`config.mk`:
```
export PLATFORM = sky130hd
export DESIGN_NAME = snake_step_scheduler_flat
export DESIGN_NICKNAME = d
export VERILOG_FILES = /design/src/rtl/snake_pkg.sv /design/src/rtl/snake_step_scheduler_if.sv /design/src/rtl/step_period_counter.sv /design/src/rtl/snake_step_scheduler.sv /design/src/flat_wrapper.sv
export SDC_FILE = /design/constraint.sdc
export NUM_CORES = 1
export LEC_CHECK = 0
export CORE_MARGIN = 2
export CORE_UTILIZATION = 55
export CTS_CLUSTER_DIAMETER = 120
export DETAILED_ROUTE_END_ITERATION = 8
export DONT_BUFFER_PORTS = 1
export GPL_TIMING_DRIVEN = 1
export PLACE_DENSITY = 0.71
export SYNTH_ARGS = -nofsm -noshare
export SYNTH_HDL_FRONTEND = slang
export SYNTH_HIERARCHICAL = 1
export SYNTH_SLANG_ARGS = --single-unit
```
`constraint.sdc`:
```
create_clock -name clock -period 4.1 [get_ports clock]
set_clock_uncertainty 0.05 [all_clocks]
set_input_delay 0.82 -clock clock [delete_from_list [all_inputs] [get_ports clock]]
set_output_delay 0.82 -clock clock [all_outputs]
set_load 0.1 [all_outputs]
```
`src/rtl/snake_pkg.sv`:
```
// Shared encodings and widths for the snake step scheduler.
// Pure declarations: no latency, no flow control.
package snake_pkg;

  localparam int CNT_W_DEF = 10;
  localparam int LVL_W     = 2;

  typedef enum logic [1:0] {
    ST_IDLE  = 2'd0,
    ST_RUN   = 2'd1,
    ST_PAUSE = 2'd2,
    ST_OVER  = 2'd3
  } state_t;

endpackage

```
`src/rtl/snake_step_scheduler_if.sv`:
```
// Control/step-handshake bundle between the scheduler and the snake datapath.
// master = scheduler (owns step_req and status), slave = datapath/game controls.
interface snake_step_scheduler_if #(
  parameter int CNT_W = snake_pkg::CNT_W_DEF
);
  import snake_pkg::*;

  logic             tick_en;
  logic             start;
  logic             pause;
  logic             collision;
  logic             food_eaten;
  logic             step_ack;
  logic             step_req;
  logic             step_overrun;
  state_t           state;
  logic [LVL_W-1:0] level;
  logic [CNT_W-1:0] period;
  logic [CNT_W-1:0] count;
  logic             game_over;

  modport master (
    input  tick_en, start, pause, collision, food_eaten, step_ack,
    output step_req, step_overrun, state, level, period, count, game_over
  );

  modport slave (
    output tick_en, start, pause, collision, food_eaten, step_ack,
    input  step_req, step_overrun, state, level, period, count, game_over
  );

endinterface

```
`src/rtl/step_period_counter.sv`:
```
// Max-compare tick counter: counts en strobes 0..max, wrap is a combinational pulse on the max strobe.
// Count updates one cycle after en; clear dominates en; no backpressure.
module step_period_counter #(
  parameter int CNT_W = 10
) (
  input  logic             clock,
  input  logic             reset_n,
  input  logic [CNT_W-1:0] max,
  input  logic             en,
  input  logic             clear,
  output logic [CNT_W-1:0] count,
  output logic             wrap
);

  assign wrap = en && !clear && (count == max);

  always_ff @(posedge clock or negedge reset_n) begin
    if (!reset_n) begin
      count <= '0;
    end else if (clear || wrap) begin
      count <= '0;
    end else if (en) begin
      count <= count + 1'b1;
    end
  end

endmodule

```
`src/rtl/snake_step_scheduler.sv`:
```
// Game-speed controller: game FSM, per-period step request over req/ack, food-driven speed levels.
// step_req rises the cycle after a wrap and is held until acked; an unacked wrap pulses step_overrun.
module snake_step_scheduler
  import snake_pkg::*;
#(
  parameter int CNT_W           = CNT_W_DEF,
  parameter int LEVELS          = 4,
  parameter int BASE_PERIOD     = 999,
  parameter int PERIOD_DEC      = 200,
  parameter int FOODS_PER_LEVEL = 4
) (
  input logic                    clock,
  input logic                    reset_n,
  snake_step_scheduler_if.master bus
);

  localparam int FOOD_W = $clog2(FOODS_PER_LEVEL + 1);

  if ((BASE_PERIOD - (LEVELS - 1) * PERIOD_DEC) < 1 || BASE_PERIOD >= (2 ** CNT_W) ||
      LEVELS > (2 ** LVL_W) || LEVELS < 1 || FOODS_PER_LEVEL < 1) begin : g_bad_cfg
    $error("snake_step_scheduler: inconsistent period/level parameters");
  end

  state_t            st, st_nxt;
  logic [LVL_W-1:0]  level_q;
  logic [FOOD_W-1:0] food_cnt;
  logic [CNT_W-1:0]  period_q;
  logic [CNT_W-1:0]  period_tgt;
  logic [CNT_W-1:0]  cnt;
  logic              step_req_q, step_ovr_q;
  logic              req_nxt, ovr_nxt;
  logic              live, to_over, restart, hold_evt;
  logic              tick_ok, food_ok, acked, wrap;

  // One event per cycle: a higher-priority event swallows that cycle's tick and food.
  assign live     = (st == ST_RUN) || (st == ST_PAUSE);
  assign to_over  = bus.collision && live;
  assign restart  = bus.start && !to_over;
  assign hold_evt = bus.collision || bus.start || bus.pause;
  assign tick_ok  = (st == ST_RUN) && bus.tick_en && !hold_evt;
  assign food_ok  = live && bus.food_eaten && !hold_evt;
  assign acked    = step_req_q && bus.step_ack;

  assign period_tgt = CNT_W'(BASE_PERIOD) - CNT_W'(level_q) * CNT_W'(PERIOD_DEC);

  step_period_counter #(.CNT_W(CNT_W)) u_cnt (
    .clock   (clock),
    .reset_n (reset_n),
    .max     (period_q),
    .en      (tick_ok),
    .clear   (restart),
    .count   (cnt),
    .wrap    (wrap)
  );

  always_comb begin
    st_nxt  = st;
    req_nxt = step_req_q && !acked;
    ovr_nxt = 1'b0;
    if (to_over) begin
      st_nxt = ST_OVER;
    end else if (restart) begin
      st_nxt = ST_RUN;
    end else if (bus.pause && st == ST_RUN) begin
      st_nxt = ST_PAUSE;
    end else if (bus.pause && st == ST_PAUSE) begin
      st_nxt = ST_RUN;
    end
    // A new game or game over discards any pending step.
    if (to_over || restart) begin
      req_nxt = 1'b0;
    end else if (wrap) begin
      ovr_nxt = req_nxt;
      req_nxt = 1'b1;
    end
  end

  always_ff @(posedge clock or negedge reset_n) begin
    if (!reset_n) begin
      st <= ST_IDLE;
    end else begin
      st <= st_nxt;
    end
  end

  always_ff @(posedge clock or negedge reset_n) begin
    if (!reset_n) begin
      step_req_q <= 1'b0;
      step_ovr_q <= 1'b0;
      level_q    <= '0;
      food_cnt   <= '0;
      period_q   <= CNT_W'(BASE_PERIOD);
    end else begin
      step_req_q <= req_nxt;
      step_ovr_q <= ovr_nxt;
      if (restart) begin
        level_q  <= '0;
        food_cnt <= '0;
        period_q <= CNT_W'(BASE_PERIOD);
      end else if (!to_over) begin
        // Period follows the level only at a wrap so count never passes it.
        if (wrap) begin
          period_q <= period_tgt;
        end
        if (food_ok) begin
          if (food_cnt == FOOD_W'(FOODS_PER_LEVEL - 1)) begin
            food_cnt <= '0;
            if (level_q != LVL_W'(LEVELS - 1)) begin
              level_q <= level_q + 1'b1;
            end
          end else begin
            food_cnt <= food_cnt + 1'b1;
          end
        end
      end
    end
  end

  assign bus.step_req     = step_req_q;
  assign bus.step_overrun = step_ovr_q;
  assign bus.state        = st;
  assign bus.level        = level_q;
  assign bus.period       = period_q;
  assign bus.count        = cnt;
  assign bus.game_over    = (st == ST_OVER);

endmodule

```
`src/flat_wrapper.sv`:
```
// flat-port wrapper written by rule: the top's interface ports become plain ports
module snake_step_scheduler_flat import snake_pkg::*;
#(
  parameter int CNT_W           = CNT_W_DEF,
  parameter int LEVELS          = 4,
  parameter int BASE_PERIOD     = 999,
  parameter int PERIOD_DEC      = 200,
  parameter int FOODS_PER_LEVEL = 4
)
  (clock, reset_n, bus_tick_en, bus_start, bus_pause, bus_collision, bus_food_eaten, bus_step_ack, bus_step_req, bus_step_overrun, bus_state, bus_level, bus_period, bus_count, bus_game_over);
  snake_step_scheduler_if #(.CNT_W(CNT_W)) bus_i ();
  input logic clock;
  input logic reset_n;
  input wire logic [$bits(bus_i.tick_en)-1:0] bus_tick_en;
  input wire logic [$bits(bus_i.start)-1:0] bus_start;
  input wire logic [$bits(bus_i.pause)-1:0] bus_pause;
  input wire logic [$bits(bus_i.collision)-1:0] bus_collision;
  input wire logic [$bits(bus_i.food_eaten)-1:0] bus_food_eaten;
  input wire logic [$bits(bus_i.step_ack)-1:0] bus_step_ack;
  output wire logic [$bits(bus_i.step_req)-1:0] bus_step_req;
  output wire logic [$bits(bus_i.step_overrun)-1:0] bus_step_overrun;
  output wire logic [$bits(bus_i.state)-1:0] bus_state;
  output wire logic [$bits(bus_i.level)-1:0] bus_level;
  output wire logic [$bits(bus_i.period)-1:0] bus_period;
  output wire logic [$bits(bus_i.count)-1:0] bus_count;
  output wire logic [$bits(bus_i.game_over)-1:0] bus_game_over;
  assign bus_i.tick_en = bus_tick_en;
  assign bus_i.start = bus_start;
  assign bus_i.pause = bus_pause;
  assign bus_i.collision = bus_collision;
  assign bus_i.food_eaten = bus_food_eaten;
  assign bus_i.step_ack = bus_step_ack;
  assign bus_step_req = bus_i.step_req;
  assign bus_step_overrun = bus_i.step_overrun;
  assign bus_state = bus_i.state;
  assign bus_level = bus_i.level;
  assign bus_period = bus_i.period;
  assign bus_count = bus_i.count;
  assign bus_game_over = bus_i.game_over;
  snake_step_scheduler #(.CNT_W(CNT_W), .LEVELS(LEVELS), .BASE_PERIOD(BASE_PERIOD), .PERIOD_DEC(PERIOD_DEC), .FOODS_PER_LEVEL(FOODS_PER_LEVEL)) u_core (.clock(clock), .reset_n(reset_n), .bus(bus_i));
endmodule
```
==> impl_metrics.tcl, run 1 <==
set metrics [dict create \
    status "finished clean" \
    rsz0062_at_grt "no" \
    cts_resized 0 \
    htree_levels 1 \
    drt-total-wl_mm 2.99 \
    route.detailed.drc 0 \
    place_area_um2 1590 \
    combPwrFrac 0.395 \
    synth-seq-cells 26 \
    ys_seq_area_frac 0.443 \
    p_int_w 0.000357 \
    io_pins 35 \
    clkPwrFrac 0.174 \
    critPathMaxStageDelay_ps 550 \
    postCtsSetupBuffers 0 \
    crit_path_max_fanout 7 \
    required_ps 4290 \
    die_area_um2 3130 \
    fin_crit_sh 0.782 \
    coreArea_um2 2520 \
    pre_cts_ws_ps 890 \
    layout_min_cycle_time_ps 3200 \
    avgViaCountPerCell 5.59 \
    initialDrtViolationCount 34 \
    cts_made_buffers 3 \
    crit_path_start_kind "flop" \
    area_growth_pct 8.85 \
    postRouteAntennaNets 0 \
    power_density_nw_per_um2 389 \
    drt_pass1_iterations 4 \
    switching_power_w 0.000272 \
    worstSetupPathType "flop to flop" \
    io_buffers 0 \
    fill_cells 226 \
    crit_slowest_cell "nor3_1" \
    n_antenna_cell 0 \
    hold_slack_ps 124 \
    grt_pass1_wl_mm 5.04 \
    path_delay_family "simple AND/OR/NAND/NOR gates" \
    p_seq_frac 0.431 \
    grt_start_max_net_pins 27 \
    place_hpwl_mm 2.35 \
    tightest_slew_ps 1070 \
    drv_slew 0 \
    synthesis.yosys.warnings 6 \
    grt-ovfl-total 0 \
    fin_ws_ps 895 \
    grt_pass1_vias 1074 \
    clock_tree.root_cell "clkbuf_4" \
    vdd_drop_max_v 0.000475 \
    hold_buffers 0 \
    syn_inst 150 \
    design_area_um2 1620 \
    place_congestion 0.833 \
    clkSlewWorstSetupHoldPaths_ps 140 \
    antenna_found_initial 0 \
    setup_viol 0 \
    die_h_um 55.9 \
    cts_tree "done" \
    nets 183 \
    die_w_um 55.9 \
    ys_types 36 \
    hp-class "primary input to asynchronous set/reset pin" \
    power_leakage_nw 0.717 \
    drive_gt1_frac 0.163 \
    max_cap_viol_count 0 \
    tns_ps 0 \
    initial_core_util 0.588 \
    fmax_mhz 312 \
    vias 1096 \
    cts.sinks 26 \
    maxSlewHeadroom 0.289 \
    avgSynthCellArea_um2 9.89 \
    path_cells "buf_4 -> inv_1 -> ha_1 -> nor2b_1 -> nor2_1 -> and2b_1 -> nand4_2 -> nor3_1 -> or2_2 -> a21oi_1 -> a31oi_1" \
    final_hold_viol_count 0 \
    track_usage 0.204 \
    synth_area_um2 1480 \
    end_kind "flop" \
    wire_per_inst_um 15.3 \
    path_buf_inv 2 \
    final_core_util 0.640 \
    clock_latency_ps 310 \
    critical_path_arrival_ps 3400 \
    clockBufferDepth 2 \
    rows 18 \
    sw_frac_of_total 0.432 \
]
logic make-up after synthesis:
family | Yosys count | share of synthesized area
flip-flops | 26 | 0.443
buffers and inverters | 14 | 0.0556
adder cells (fa/ha/maj) | 8 | 0.0675
AND/OR/NAND/NOR | 52 | 0.186
multiplexers | 3 | 0.0211
other | 1 | 0.00253
XOR/XNOR | 19 | 0.112
AO/OA/AOI/OAI | 27 | 0.113
Yosys cell counts:
master / number / area share
a31oi_1: 5 / 0.021
nand2b_1: 4 / 0.017
buf_6: 2 / 0.015
dfstp_2: 5 / 0.089
nor4_1: 1 / 0.0042
inv_1: 7 / 0.018
buf_4: 4 / 0.020
or3_4: 1 / 0.0076
ha_1: 8 / 0.067
xnor2_1: 15 / 0.089
nand3_1: 3 / 0.010
xor2_1: 4 / 0.024
conb_1: 1 / 0.0025
o31ai_4: 1 / 0.014
and2_1: 1 / 0.0042
a21oi_1: 9 / 0.030
and3_1: 2 / 0.0084
nor2_1: 17 / 0.043
o21a_1: 1 / 0.0051
or3_1: 1 / 0.0042
nand4_2: 1 / 0.0084
o31ai_1: 1 / 0.0051
mux2_2: 1 / 0.0076
nor2b_1: 2 / 0.0084
or2_2: 1 / 0.0042
o21ai_0: 8 / 0.027
nand2_1: 7 / 0.018
or4_1: 1 / 0.0051
dfrtp_1: 21 / 0.35
nor3_1: 3 / 0.010
clkbuf_1: 1 / 0.0025
or4b_1: 1 / 0.0067
nand4_1: 5 / 0.021
a22oi_1: 2 / 0.010
mux2i_1: 2 / 0.013
and2b_1: 1 / 0.0051
layer usage:
metal  GRT usage  wire length [um]
met5           0                 0
met4      0.0578                19
met3      0.0419               131
met2       0.391              1660
met1       0.224              1180
power groups by stage:
stage / sequential (W) / combinational (W) / clock (W)
CTS: 0.000271 / 0.000249 / 0.000114
detailed placement: 0.000276 / 0.000248 / 0
floorplan: 0.000348 / 0.000145 / 0
global route: 0.000272 / 0.000267 / 0.000124
finish: 0.000271 / 0.000248 / 0.000109
global placement: 0.000275 / 0.000244 / 0
cell type report:
type                       instances  area (um2)  share of cell area
clock buffer                       4        26.3              0.0163
inverter                           7        26.3              0.0163
multi-input combinational        115         763               0.473
sequential                        26         657               0.407
tap                               30        37.5              0.0232
timing repair buffer              14         105              0.0651
worst register-to-register path, stage by stage, from the launching register on:
cell and delay [ps]:
dfrtp_1 360, buf_4 300, inv_1 100, ha_1 320, nor2b_1 350, nor2_1 170
and2b_1 240, nand4_2 130, nor3_1 550, or2_2 270, a21oi_1 80, a31oi_1 200
sequential cells by signal, indices dropped and copies added (netlist names):
signal                   count
u_core/bus.level             2
u_core/bus.period            7
u_core/bus.state             2
u_core/bus.step_overrun      1
u_core/bus.step_req          1
u_core/food_cnt              3
u_core/u_cnt/count          10
path summary, 6_finish.rpt:
kind / start / cells after the start / end / slack, ps
min in group clock: u_core/food_cnt[2] / 2 / u_core/food_cnt[2] / 510
worst min-delay path: reset_n / 0 / u_core/u_cnt/count[3] / 120
worst max register to register: u_core/bus.state[0] / 11 / u_core/bus.period[7] / 900
worst min register to register: u_core/food_cnt[2] / 2 / u_core/food_cnt[2] / 510
worst max-delay path: u_core/bus.state[0] / 11 / u_core/bus.period[7] / 900
max in group asynchronous: reset_n / 0 / u_core/bus.period[6] / 3690
per-stage QoR:
step / total power [W] / std cells
3_3_place_gp: 0.000519 / 192
2_1_floorplan: 0.000493 / 155
3_5_place_dp: 0.000524 / 192
6_report: 0.000628 / 196
5_1_grt: 0.000663 / 196
4_1_cts: 0.000634 / 196
placed cells by master, fill, tap and decap left out, drive strengths merged:
master  instances
mux2i           2
buf            14
nand2           7
o31ai           2
or3             2
or4             1
xor2            4
and2            1
or4b            1
nand4           6
a31oi           5
o21a            1
nand3           3
nor2b           2
dfstp           5
nand2b          4
clkbuf          4
nor4            1
nor2           17
o21ai           8
or2             1
a21oi           9
and2b           1
dfrtp          21
conb            6
ha              8
nor3            3
inv             7
xnor2          15
a22oi           2
mux2            1
and3            2
Note: power is estimated with default switching activity, not from simulation.
==> inputs of run 2 (changes only) <==
--- a/config.mk
+++ b/config.mk
@@ -11,7 +11,7 @@
 export DETAILED_ROUTE_END_ITERATION = 8
 export DONT_BUFFER_PORTS = 1
 export GPL_TIMING_DRIVEN = 1
-export PLACE_DENSITY = 0.71
+export PLACE_DENSITY = 0.74
 export SYNTH_ARGS = -nofsm -noshare
 export SYNTH_HDL_FRONTEND = slang
 export SYNTH_HIERARCHICAL = 1
==> constraint.sdc (replaced) <==
create_clock -name clock -period 2.6 [get_ports clock]
set_clock_uncertainty 0.05 [all_clocks]
set_input_delay 0.52 -clock clock [delete_from_list [all_inputs] [get_ports clock]]
set_output_delay 0.52 -clock clock [all_outputs]
set_load 0.1 [all_outputs]
==> run 2 against run 1 <==
Net effect: fmax grew 36%; largest cell class unchanged; largest power group unchanged; non-clock buffer count is 13 higher; critical path type unchanged; total power is 70% higher; setup slack worse by 650 ps.
==> impl_metrics.tcl, run 2 (synthesized netlist as in run 1, its figures left out) <==
set metrics [dict create \
    place_hpwl_mm 2.49 \
    p_int_w 0.000616 \
    top_layer "met4" \
    crit_path_start_kind "flop" \
    route.detailed.drc 0 \
    rsz0062_at_grt "no" \
    rows 18 \
    htree_levels 1 \
    die_area_um2 3130 \
    track_usage 0.222 \
    cts_tree "done" \
    tightest_slew_ps 882 \
    max_cap_viol_count 0 \
    required_ps 2800 \
    area_growth_pct 18.0 \
    largest_reg_flops 10 \
    nets 196 \
    drive_gt1_frac 0.240 \
    power_leakage_nw 0.789 \
    io_buffers 0 \
    top_register "u_core/u_cnt/count" \
    die_h_um 55.9 \
    critical_path_arrival_ps 2550 \
    grt_start_max_net_pins 27 \
    critPathMaxStageDelay_ps 490 \
    coreArea_um2 2520 \
    grt_pass1_wl_mm 5.44 \
    met2WireLength_mm 1.62 \
    n_antenna_cell 0 \
    combPwrFrac 0.397 \
    r2r_end "u_core/bus.period[7]" \
    clock_tree.root_cell "clkbuf_4" \
    crit_cells 10 \
    clockBufferDepth 2 \
    tns_ps 0 \
    fill_cells 188 \
    path_buf_inv 1 \
    postRouteAntennaNets 0 \
    path_delay_family "simple AND/OR/NAND/NOR gates" \
    crit_start "u_core/bus.state[0]" \
    path_cells "inv_1 -> ha_1 -> nor2b_1 -> nor2_1 -> and2b_1 -> nand4_2 -> nor3_2 -> or2_2 -> a21oi_1 -> a31oi_1" \
    die_w_um 55.9 \
    r2r_start "u_core/bus.state[0]" \
    reg2reg_depth 10 \
    fin_crit_sh 0.905 \
    worstSetupPathType "flop to flop" \
    layout_min_cycle_time_ps 2350 \
    clkSlewWorstSetupHoldPaths_ps 140 \
    crit_path_max_fanout 5 \
    initial_core_util 0.588 \
    place_congestion 0.849 \
    crit_slowest_cell "dfrtp_4" \
    fmax_mhz 425 \
    wl_met1_mm 1.38 \
    drt_pass1_iterations 5 \
    clkPwrFrac 0.186 \
    layout_commonest_cell "buf_4" \
    hp-class "primary input to flop" \
    endpoint "u_core/bus.period[7]" \
    final_hold_viol_count 0 \
    reg2reg_slack_ps 250 \
    vdd_drop_max_v 0.000721 \
    maxSlewHeadroom 0.412 \
    drt-total-wl_mm 3.22 \
    grt_pass1_vias 1169 \
    wire_per_inst_um 15.4 \
    clock_latency_ps 310 \
    end_kind "flop" \
    avgViaCountPerCell 5.63 \
    switching_power_w 0.000452 \
    fin_ws_ps 247 \
    cts.sinks 26 \
    io_pins 35 \
    p_seq_frac 0.417 \
    initialDrtViolationCount 47 \
    sw_frac_of_total 0.423 \
    cts_made_buffers 3 \
    drv_slew 0 \
    antenna_found_initial 0 \
    pre_cts_ws_ps 303 \
    cts_resized 0 \
    grt-ovfl-total 0 \
    setup_viol 0 \
    status "finished clean" \
    postCtsSetupBuffers 0 \
    met3_length_um 160 \
    final_cell_mix "25 x buf_4, 19 x dfrtp_1, 17 x nor2_1, 15 x xnor2_1, 9 x a21oi_1" \
    vias 1177 \
    power_density_nw_per_um2 610 \
]
[run 2: cell count changes in the layout (fill, tap and decap cells not counted)]
cell           previous run  this run
dfrtp_1                  21        19
clkbuf_8                  0         1
nor3_1                    3         2
dfrtp_4                   0         2
buf_4                    14        25
clkbuf_1                  1         0
nor3_2                    0         1
dlygate4sd3_1             0         1
buf_12                    0         1
[run 2: power groups by stage]
| stage | Sequential (W) | Clock, W | Combinational, W |
|---|---|---|---|
| 2_1_floorplan | 0.000558 | 0 | 0.000228 |
| 3_3_place_gp | 0.000449 | 0 | 0.000393 |
| 3_5_place_dp | 0.000452 | 0 | 0.000409 |
| 4_1_cts | 0.000445 | 0.000209 | 0.000423 |
| 5_1_grt | 0.000448 | 0.000222 | 0.000450 |
| 6_report | 0.000445 | 0.000198 | 0.000424 |
[run 2: worst min path at each step]
stage	cells past startpoint	slack, ps	from	to
2_1_floorplan	0	170	reset_n	u_core/bus.level[0]
3_3_place_gp	0	180	reset_n	u_core/u_cnt/count[3]
3_5_place_dp	0	170	reset_n	u_core/u_cnt/count[3]
4_1_cts	1	240	bus_start	u_core/bus.period[4]
5_1_grt	1	220	bus_start	u_core/bus.period[4]
6_report	1	250	bus_start	u_core/bus.period[4]
[run 2: worst register-to-register path: cells and delay by family, from the launching register on]
family                     cells  cell delay [ps]
DFF                            1              490
buffers and inverters          1               90
AOI/OAI and AO/OA              2              250
adders and majority gates      1              260
and+or+nand+nor                6             1160
[run 2: final cells by class]
cell class | count | area [um2] | share of cell area
Multi-Input combinational cell | 115 | 768 | 0.439
Sequential cell | 26 | 664 | 0.380
Timing Repair Buffer | 27 | 218 | 0.124
Tap cell | 30 | 37.5 | 0.0214
Clock buffer | 4 | 36.3 | 0.0207
Inverter | 7 | 26.3 | 0.0150
[run 2: what timing repair did]
action / 4_1_cts / 5_1_grt
endpoints found under the hold margin: 26 / 0
setup endpoints to repair: 0 / 0
hold buffers: 2 / 0
[run 2: through the flow]
stage / area, um2 / std cells / hold WS (ps) / utilization / total power, W
6_report: 1750 / 209 / 246 / 0.694 / 0.00107
3_3_place_gp: 1680 / 203 / 175 / 0.668 / 0.000842
4_1_cts: 1750 / 209 / 241 / 0.694 / 0.00108
5_1_grt: 1750 / 209 / 222 / 0.694 / 0.00112
3_5_place_dp: 1680 / 203 / 175 / 0.668 / 0.000861
2_1_floorplan: 1520 / 155 / 174 / - / 0.000786
[run 2: metal layers]
metal | vias to the layer above | track usage
met3 | 6 | 0.0465
met4 | 0 | 0.0884
li1 | 566 | -
met2 | 39 | 0.378
met5 | - | 0
met1 | 566 | 0.276
